$ cat src/rtl/booth_mult_arbiter.sv
// rtl/booth_mult_arbiter.sv - two-requester round-robin front end for a shared Booth multiplier
//
// Purpose: arbitrates two requesters onto one multiplier datapath, launches
// it with a one-cycle start pulse, waits for done under a watchdog and returns
// the product (or a timeout error) to the requester that was granted.
//
// Ports:
//   clk, rst                     clock, asynchronous active-low reset
//   req{0,1}_valid/ready/a/b     operand request channels (ready is combinational)
//   rsp{0,1}_valid/ready         response channels
//   rsp{0,1}_product/err         signed 2N-bit product, timeout flag
//   dp_start                     one-cycle launch pulse to the datapath
//   dp_multiplicand/multiplier   operands to the datapath, held through WAIT
//   dp_done, dp_product          datapath completion pulse and its product
//   busy                         high whenever the arbiter is not idle
module booth_mult_arbiter #(
    parameter int N       = 16,
    parameter int TIMEOUT = 64,
    parameter int CW      = 16
) (
    input  logic           clk,
    input  logic           rst,
    input  logic           req0_valid,
    output logic           req0_ready,
    input  logic [N-1:0]   req0_a,
    input  logic [N-1:0]   req0_b,
    input  logic           req1_valid,
    output logic           req1_ready,
    input  logic [N-1:0]   req1_a,
    input  logic [N-1:0]   req1_b,
    output logic           rsp0_valid,
    input  logic           rsp0_ready,
    output logic [2*N-1:0] rsp0_product,
    output logic           rsp0_err,
    output logic           rsp1_valid,
    input  logic           rsp1_ready,
    output logic [2*N-1:0] rsp1_product,
    output logic           rsp1_err,
    output logic           dp_start,
    output logic [N-1:0]   dp_multiplicand,
    output logic [N-1:0]   dp_multiplier,
    input  logic           dp_done,
    input  logic [2*N-1:0] dp_product,
    output logic           busy
);

    typedef enum logic [1:0] {S_IDLE, S_LAUNCH, S_WAIT, S_RESP} state_t;

    state_t         state, state_nx;
    logic           rr_ptr;     // requester served last
    logic           rr_vld;     // rr_ptr holds a real history entry
    logic           owner;
    logic [N-1:0]   op_a, op_b;
    logic [2*N-1:0] prod;
    logic           err;
    logic           rsp_vld;
    logic [CW-1:0]  cnt;

    logic grant_any, grant_sel, timeout_hit, rsp_hs;

    always_ff @(posedge clk or negedge rst) begin
        if (!rst) state <= S_IDLE;
        else      state <= state_nx;
    end

    always_comb begin
        state_nx    = state;
        grant_any   = 1'b0;
        grant_sel   = 1'b0;
        timeout_hit = (cnt == CW'(TIMEOUT - 1));
        rsp_hs      = rsp_vld && (owner ? rsp1_ready : rsp0_ready);
        case (state)
            S_IDLE: begin
                if (req0_valid && req1_valid) begin
                    grant_any = 1'b1;
                    // Until someone has been served, requester 0 wins a tie;
                    // afterwards the one not served last wins.
                    grant_sel = rr_vld ? ~rr_ptr : 1'b0;
                end else if (req0_valid || req1_valid) begin
                    grant_any = 1'b1;
                    grant_sel = req1_valid;
                end
                if (grant_any) state_nx = S_LAUNCH;
            end
            S_LAUNCH: state_nx = S_WAIT;
            S_WAIT:   if (dp_done || timeout_hit) state_nx = S_RESP;
            S_RESP:   if (rsp_hs) state_nx = S_IDLE;
            default:  state_nx = S_IDLE;
        endcase
    end

    always_ff @(posedge clk or negedge rst) begin
        if (!rst) begin
            rr_ptr  <= 1'b0;
            rr_vld  <= 1'b0;
            owner   <= 1'b0;
            op_a    <= '0;
            op_b    <= '0;
            prod    <= '0;
            err     <= 1'b0;
            rsp_vld <= 1'b0;
            cnt     <= '0;
        end else begin
            case (state)
                S_IDLE: begin
                    if (grant_any) begin
                        op_a  <= grant_sel ? req1_a : req0_a;
                        op_b  <= grant_sel ? req1_b : req0_b;
                        owner <= grant_sel;
                    end
                end
                S_LAUNCH: cnt <= '0;
                S_WAIT: begin
                    // done takes precedence over a coincident timeout
                    if (dp_done) begin
                        prod    <= dp_product;
                        err     <= 1'b0;
                        rsp_vld <= 1'b1;
                    end else if (timeout_hit) begin
                        prod    <= '0;
                        err     <= 1'b1;
                        rsp_vld <= 1'b1;
                    end else begin
                        cnt <= cnt + CW'(1);
                    end
                end
                S_RESP: begin
                    if (rsp_hs) begin
                        rsp_vld <= 1'b0;
                        err     <= 1'b0;
                        rr_ptr  <= owner;
                        rr_vld  <= 1'b1;
                    end
                end
                default: ;
            endcase
        end
    end

    // Ready is gated by rst so every output is low while reset is held.
    assign req0_ready = rst && grant_any && !grant_sel;
    assign req1_ready = rst && grant_any && grant_sel;

    // A single response register is steered to the owner; the other side reads 0.
    assign rsp0_valid   = rsp_vld && !owner;
    assign rsp1_valid   = rsp_vld && owner;
    assign rsp0_err     = rsp0_valid && err;
    assign rsp1_err     = rsp1_valid && err;
    assign rsp0_product = rsp0_valid ? prod : '0;
    assign rsp1_product = rsp1_valid ? prod : '0;

    assign dp_start        = (state == S_LAUNCH);
    assign dp_multiplicand = op_a;
    assign dp_multiplier   = op_b;
    assign busy            = (state != S_IDLE);

endmodule
$ cat config.mk
export PLATFORM = sky130hd
export DESIGN_NAME = booth_mult_arbiter
export DESIGN_NICKNAME = d
export VERILOG_FILES = /design/src/rtl/booth_mult_arbiter.sv
export SDC_FILE = /design/constraint.sdc
export NUM_CORES = 1
export LEC_CHECK = 0
export ABC_AREA = 0
export CAP_MARGIN = 20
export CORE_MARGIN = 1
export CORE_UTILIZATION = 38
export DETAILED_ROUTE_END_ITERATION = 6
export GPL_TIMING_DRIVEN = 1
export PLACE_DENSITY = 0.88
export SLEW_MARGIN = 20
export SYNTH_ARGS = -nofsm -noshare
export SYNTH_HDL_FRONTEND = slang
export SYNTH_SLANG_ARGS = --single-unit
$ cat constraint.sdc
create_clock -name clk -period 2 [get_ports clk]
set_input_delay 0.4 -clock clk [delete_from_list [all_inputs] [get_ports clk]]
set_output_delay 0.4 -clock clk [all_outputs]
set_load 0.02 [all_outputs]
==> results of run 1 <==
## state kept, by name, indices dropped and copies added, names as in the netlist
signal,count
prod,32
cnt,16
dp_multiplicand,16
dp_multiplier,16
state,2
err,1
owner,1
rr_ptr,1
rr_vld,1
rsp_vld,1
## worst max-delay path by stage
stage,from,to,slack (ns)
finish,cnt[10]$_DFFE_PN0P_,state[1]$_DFFE_PN0P_,-0.08
global route,cnt[1]$_DFFE_PN0P_,cnt[0]$_DFFE_PN0P_,-0.12
detailed placement,req1_valid,req1_ready,-0.37
floorplan,state[0]$_DFFE_PN0P_,req1_ready,-0.14
global placement,req1_valid,req1_ready,-0.34
CTS,cnt[1]$_DFFE_PN0P_,cnt[0]$_DFFE_PN0P_,-0.06
## synthesized netlist by cell type (all sizes together) (6+ instances only)
library cell / instances / area (µm²)
a22o: 32 / 280
o311ai: 9 / 78.8
dfrtp: 87 / 2180
and3: 35 / 219
o211ai: 6 / 45.0
nand2: 50 / 188
nand3: 13 / 65.1
buf: 6 / 33.8
inv: 6 / 22.5
o21ai: 37 / 185
mux2i: 33 / 330
clkbuf: 30 / 113
and2: 36 / 225
## stage by stage
step / total power, mW / std cells
6_report: 10.1 / 825
5_1_grt: 10.8 / 825
4_1_cts: 10.1 / 822
3_5_place_dp: 8.67 / 802
3_3_place_gp: 8.46 / 802
2_1_floorplan: 5.88 / 445
## cells by family (layout without fill, tap and decap cells)
logic type	count (synthesis)	count (layout)	synth area share (%)
and+or+nand+nor	172	172	21.6
AOI/OAI and AO/OA	105	105	16.8
DFF	87	87	48.8
buffers and inverters	42	279	3.79
muxes	34	34	7.66
adders and majority gates	5	5	1.40
## timing repair
item,in CTS,in global routing
cloned,1,1
setup buffers,3,2
endpoints found under the hold margin,0,0
endpoints found under the setup margin,90,105
resized for setup,112,40
pin swaps,2,4
## power by group
| group | switching [mW] | leakage, nW | total (mW) | internal, mW |
|---|---|---|---|---|
| Sequential | 0.443 | 1.10 | 2.89 | 2.45 |
| Clock | 0.658 | 0.146 | 1.66 | 1.00 |
| Combinational | 3.08 | 2.18 | 5.59 | 2.51 |
## metal layers
metal / track usage [%] / routed length [µm]
met5: 0 / 0
met4: 7.14 / 211
met3: 5.17 / 946
met2: 38.9 / 7230
met1: 27.9 / 5630
## layout make-up
cell class / instances / area, µm² / share of cell area, %
Timing Repair Buffer: 257 / 2400 / 33.0
Multi-Input combinational cell: 316 / 2210 / 30.3
Sequential cell: 87 / 2180 / 29.9
Clock buffer: 11 / 243 / 3.33
Tap cell: 143 / 179 / 2.45
Clock inverter: 5 / 56.3 / 0.772
Inverter: 6 / 22.5 / 0.309
==> results.sh, run 1 <==
export IMPL_cts_sinks=87
export IMPL_synth_avg_cell_area_um2=10.0
export IMPL_cp_depth=4
export IMPL_die_h_um=110
export IMPL_hpwlAfterDp_um=10100
export IMPL_path_cells="or4_4 > or4_4 > a221o_1 > mux2i_1"
export IMPL_crit_required_ns=2.21
export IMPL_ys_warn_count=0
export IMPL_routedWlPerCell_um=17.0
export IMPL_cts_tree="built"
export IMPL_drt_pass1_iter_count=6
export IMPL_antenna_found_initial=1
export IMPL_num_io_pins=207
export IMPL_finalWirelength_um=14000
export IMPL_grt_max_degree=70
export IMPL_place_area_um2=6940
export IMPL_rsz0062_at_grt="true"
export IMPL_clock_path_buffers=2
export IMPL_r2r_setup_slack_ns=-0.08
export IMPL_gp_congestion=0.896
export IMPL_worstRegToRegCells=4
export IMPL_hold_viol=0
export IMPL_rows=39
export IMPL_max_freq_mhz=480
export IMPL_slowest_delay_ns=0.57
export IMPL_grt_usage_pct=22.6
export IMPL_clkLatencyLatePin_ns=0.33
export IMPL_p_per_area_nw_per_um2=1390
export IMPL_clk_pin_slew_ns=0.06
export IMPL_drc=0
export IMPL_peakVddDrop_mv=0.764
export IMPL_synth_area_um2=4460
export IMPL_cp_top_family="simple AND/OR/NAND/NOR gates"
export IMPL_layout_common_cells="133 x clkdlybuf4s50_1, 87 x dfrtp_1, 49 x nand2_1"
export IMPL_critPathLaunchType="register"
export IMPL_syn_nets=553
export IMPL_critPathMaxFanout=2
export IMPL_ys_seq_area_share_pct=48.8
export IMPL_vias=4470
export IMPL_final_common_cell="clkdlybuf4s50_1"
export IMPL_dieArea_um2=12200
export IMPL_slowest_stage="or4_4"
export IMPL_fillCellCount=887
export IMPL_ys_ff_latch=87
export IMPL_grt_pass1_wl_um=21100
export IMPL_fin_nets=785
export IMPL_crit_arrival_ns=2.29
export IMPL_netlist_instances=445
export IMPL_crit_top_cell="or4_4"
export IMPL_reg2reg_to="state[1]$_DFFE_PN0P_"
export IMPL_slew_headroom_pct=43.3
export IMPL_die_width_um=110
export IMPL_cts_buffers=9
export IMPL_synth_top_flop_cell="dfrtp_1"
export IMPL_setup_tns_ns=-0.413
export IMPL_area_growth_pct=63.4
export IMPL_reg2reg_from="cnt[10]$_DFFE_PN0P_"
export IMPL_dp_slack_ns=-0.365
export IMPL_yosys_cell_types_count=48
export IMPL_status="finished with violations"
export IMPL_final_antenna_net_count=0
export IMPL_fin_skew_ns=0.00862
export IMPL_holdWs_ns=0.0523
export IMPL_stdcell_area_um2=7290
export IMPL_start_util_pct=39.1
export IMPL_worstMarginPinSlew_ns=0.850
export IMPL_core_area_um2=11400
export IMPL_grt_ovfl_total=0
export IMPL_io_buffer_count=206
export IMPL_utilization_pct=63.8
export IMPL_root_buffer="clkbuf_16"
export IMPL_drive_gt1_share_pct=15.8
export IMPL_avgViaCountPerCell=5.42
export IMPL_ctsHoldBuffers=0
export IMPL_hold_path_class="in -> async"
export IMPL_endpoint_kind="register"
export IMPL_synth_enable_flop_cells=0
export IMPL_final_min_period_over_clock_period_pct=104
export IMPL_maxCapViolations=0
export IMPL_setup_violations=28
export IMPL_min_period_ns=2.08
export IMPL_diodes=0
export IMPL_synthArstFlopShare_pct=100
export IMPL_path_class="reg -> reg"
export IMPL_grt_pass1_vias=4299
export IMPL_setup_ws_ns=-0.0833
export IMPL_slew_violations=0
export IMPL_htree_num_levels=3
export IMPL_violations="negative setup slack"
export IMPL_drt_initial_drc_count=447
export IMPL_worst_path_buf_inv=0
export IMPL_leakage_nw=3.43
Note: power is estimated with default switching activity, not from simulation.
==> inputs of run 2 (changes only) <==
CAP_MARGIN = unset   (was 20)
==> results of run 2 <==
Same layout as run 1: the final DEF is identical, and so are final timing and power.
==> inputs of run 3 (changes only) <==
CORE_MARGIN = unset   (was 1)
PLACE_DENSITY = 0.82   (was 0.88)
==> run 3 against run 2 <==
  * The run still ends with negative setup slack left
  * Sequential cell count unchanged
  * Core utilization decreased by 0.19 points
  * Combinational power about the same
  * Sequential share of layout area increased by 0.087 points
  * Worst setup slack got worse by 0.0096 ns
  * Sequential power about the same
  * Critical endpoint is now prod[26]$_DFFE_PN0P_
  * Largest power group unchanged
==> results.sh, run 3 (same netlist as run 1, synthesis figures left out) <==
export IMPL_violations="negative setup slack"
export IMPL_clkLatencyLatePin_ns=0.34
export IMPL_io_buffer_count=206
export IMPL_endpoint_kind="register"
export IMPL_clk_pin_slew_ns=0.07
export IMPL_final_min_period_over_clock_period_pct=105
export IMPL_peakVddDrop_mv=0.726
export IMPL_avgViaCountPerCell=5.36
export IMPL_max_freq_mhz=478
export IMPL_worstMarginPinSlew_ns=0.765
export IMPL_slew_headroom_pct=49.0
export IMPL_final_antenna_net_count=0
export IMPL_fin_skew_ns=0.0119
export IMPL_setup_ws_ns=-0.0929
export IMPL_r2r_setup_slack_ns=-0.09
export IMPL_worstRegToRegCells=7
export IMPL_start_util_pct=39.1
export IMPL_grt_ovfl_total=0
export IMPL_grt_pass1_wl_um=20700
export IMPL_hpwlAfterDp_um=9860
export IMPL_ctsHoldBuffers=0
export IMPL_core_area_um2=11400
export IMPL_critPathLaunchType="register"
export IMPL_antenna_found_initial=0
export IMPL_final_common_cell="clkdlybuf4s50_1"
export IMPL_die_h_um=110
export IMPL_crit_arrival_ns=2.31
export IMPL_htree_num_levels=3
export IMPL_cts_buffers=9
export IMPL_die_width_um=110
export IMPL_largest_reg_flops=32
export IMPL_path_class="reg -> reg"
export IMPL_regMostFlops="prod"
export IMPL_root_buffer="clkbuf_16"
export IMPL_grt_usage_pct=21.9
export IMPL_leakage_nw=3.46
export IMPL_vias=4453
export IMPL_status="finished with violations"
export IMPL_rows=39
export IMPL_grt_pass1_vias=4219
export IMPL_layout_common_cells="133 x clkdlybuf4s50_1, 87 x dfrtp_1, 49 x nand2_1"
export IMPL_setup_violations=37
export IMPL_diodes=0
export IMPL_maxCapViolations=0
export IMPL_drive_gt1_share_pct=19.5
export IMPL_slew_violations=0
export IMPL_grt_max_degree=88
export IMPL_drt_pass1_iter_count=5
export IMPL_dp_slack_ns=-0.364
export IMPL_gp_congestion=0.825
export IMPL_hold_path_class="in -> async"
export IMPL_rsz0062_at_grt="true"
export IMPL_drc=0
export IMPL_cts_sinks=87
export IMPL_setup_tns_ns=-2.23
export IMPL_clock_path_buffers=2
export IMPL_dieArea_um2=12200
export IMPL_holdWs_ns=0.230
export IMPL_dp_cells=805
export IMPL_crit_required_ns=2.22
export IMPL_finalWirelength_um=13900
export IMPL_hold_viol=0
export IMPL_area_growth_pct=62.9
export IMPL_critPathMaxFanout=8
export IMPL_cts_tree="built"
export IMPL_finalNonFillerCells=831
export IMPL_min_period_ns=2.09
export IMPL_p_per_area_nw_per_um2=1380
export IMPL_num_io_pins=207
export IMPL_fin_nets=791
export IMPL_routedWlPerCell_um=16.7
export IMPL_drt_initial_drc_count=312
-- run 3: worst paths after layout --
| check | from | endpoint |
|---|---|---|
| setup / recovery | cnt[10]$_DFFE_PN0P_ | prod[26]$_DFFE_PN0P_ |
| max in group asynchronous | rst | prod[7]$_DFFE_PN0P_ |
| hold / removal | rst | prod[11]$_DFFE_PN0P_ |
| min in group clk | dp_multiplier[11]$_DFFE_PN0P_ | dp_multiplier[11]$_DFFE_PN0P_ |
| hold reg to reg | dp_multiplier[11]$_DFFE_PN0P_ | dp_multiplier[11]$_DFFE_PN0P_ |
| setup reg to reg | cnt[10]$_DFFE_PN0P_ | prod[26]$_DFFE_PN0P_ |
-- run 3: layout make-up --
type,count,area [µm²]
clock buffer,10,229
clock inverter,6,50.0
fill,915,4150
inverter,6,22.5
multi-input combinational,316,2230
sequential,87,2180
tap,143,179
timing repair buffer,263,2380
-- run 3: routing by layer --
metal	part of all wire, %	GRT usage, %
met2	52	38.2
met1	40	26.9
met3	6.8	4.94
met4	1.1	6.39
met5	0	0
-- run 3: timing repair --
action,CTS,global route
gates cloned,0,3
pin swaps,6,7
setup endpoints to repair,109,77
setup buffers,4,3
gates resized for setup,103,73
-- run 3: worst max-delay path, cell delays in order (launching register included) --
cell	delay (ns)
dfrtp_1	0.40
or4_4	0.54
buf_6	0.13
nor4_2	0.23
buf_4	0.19
o21ai_4	0.11
clkbuf_16	0.19
a22o_1	0.18
-- run 3: stage by stage --
step	utilization (%)	instance area [µm²]	total power, mW
6_report	63.7	7270	10.0
5_1_grt	63.7	7270	10.7
4_1_cts	63.6	7270	9.98
3_5_place_dp	61.0	6970	8.64
3_3_place_gp	61.0	6970	8.45
2_1_floorplan	-	4470	5.88
-- run 3: report_power, final --
| part | internal [mW] | switching [mW] |
|---|---|---|
| combinational | 2.48 | 3.11 |
| clock | 0.859 | 0.711 |
| sequential | 2.45 | 0.435 |
| total | 5.79 | 4.25 |
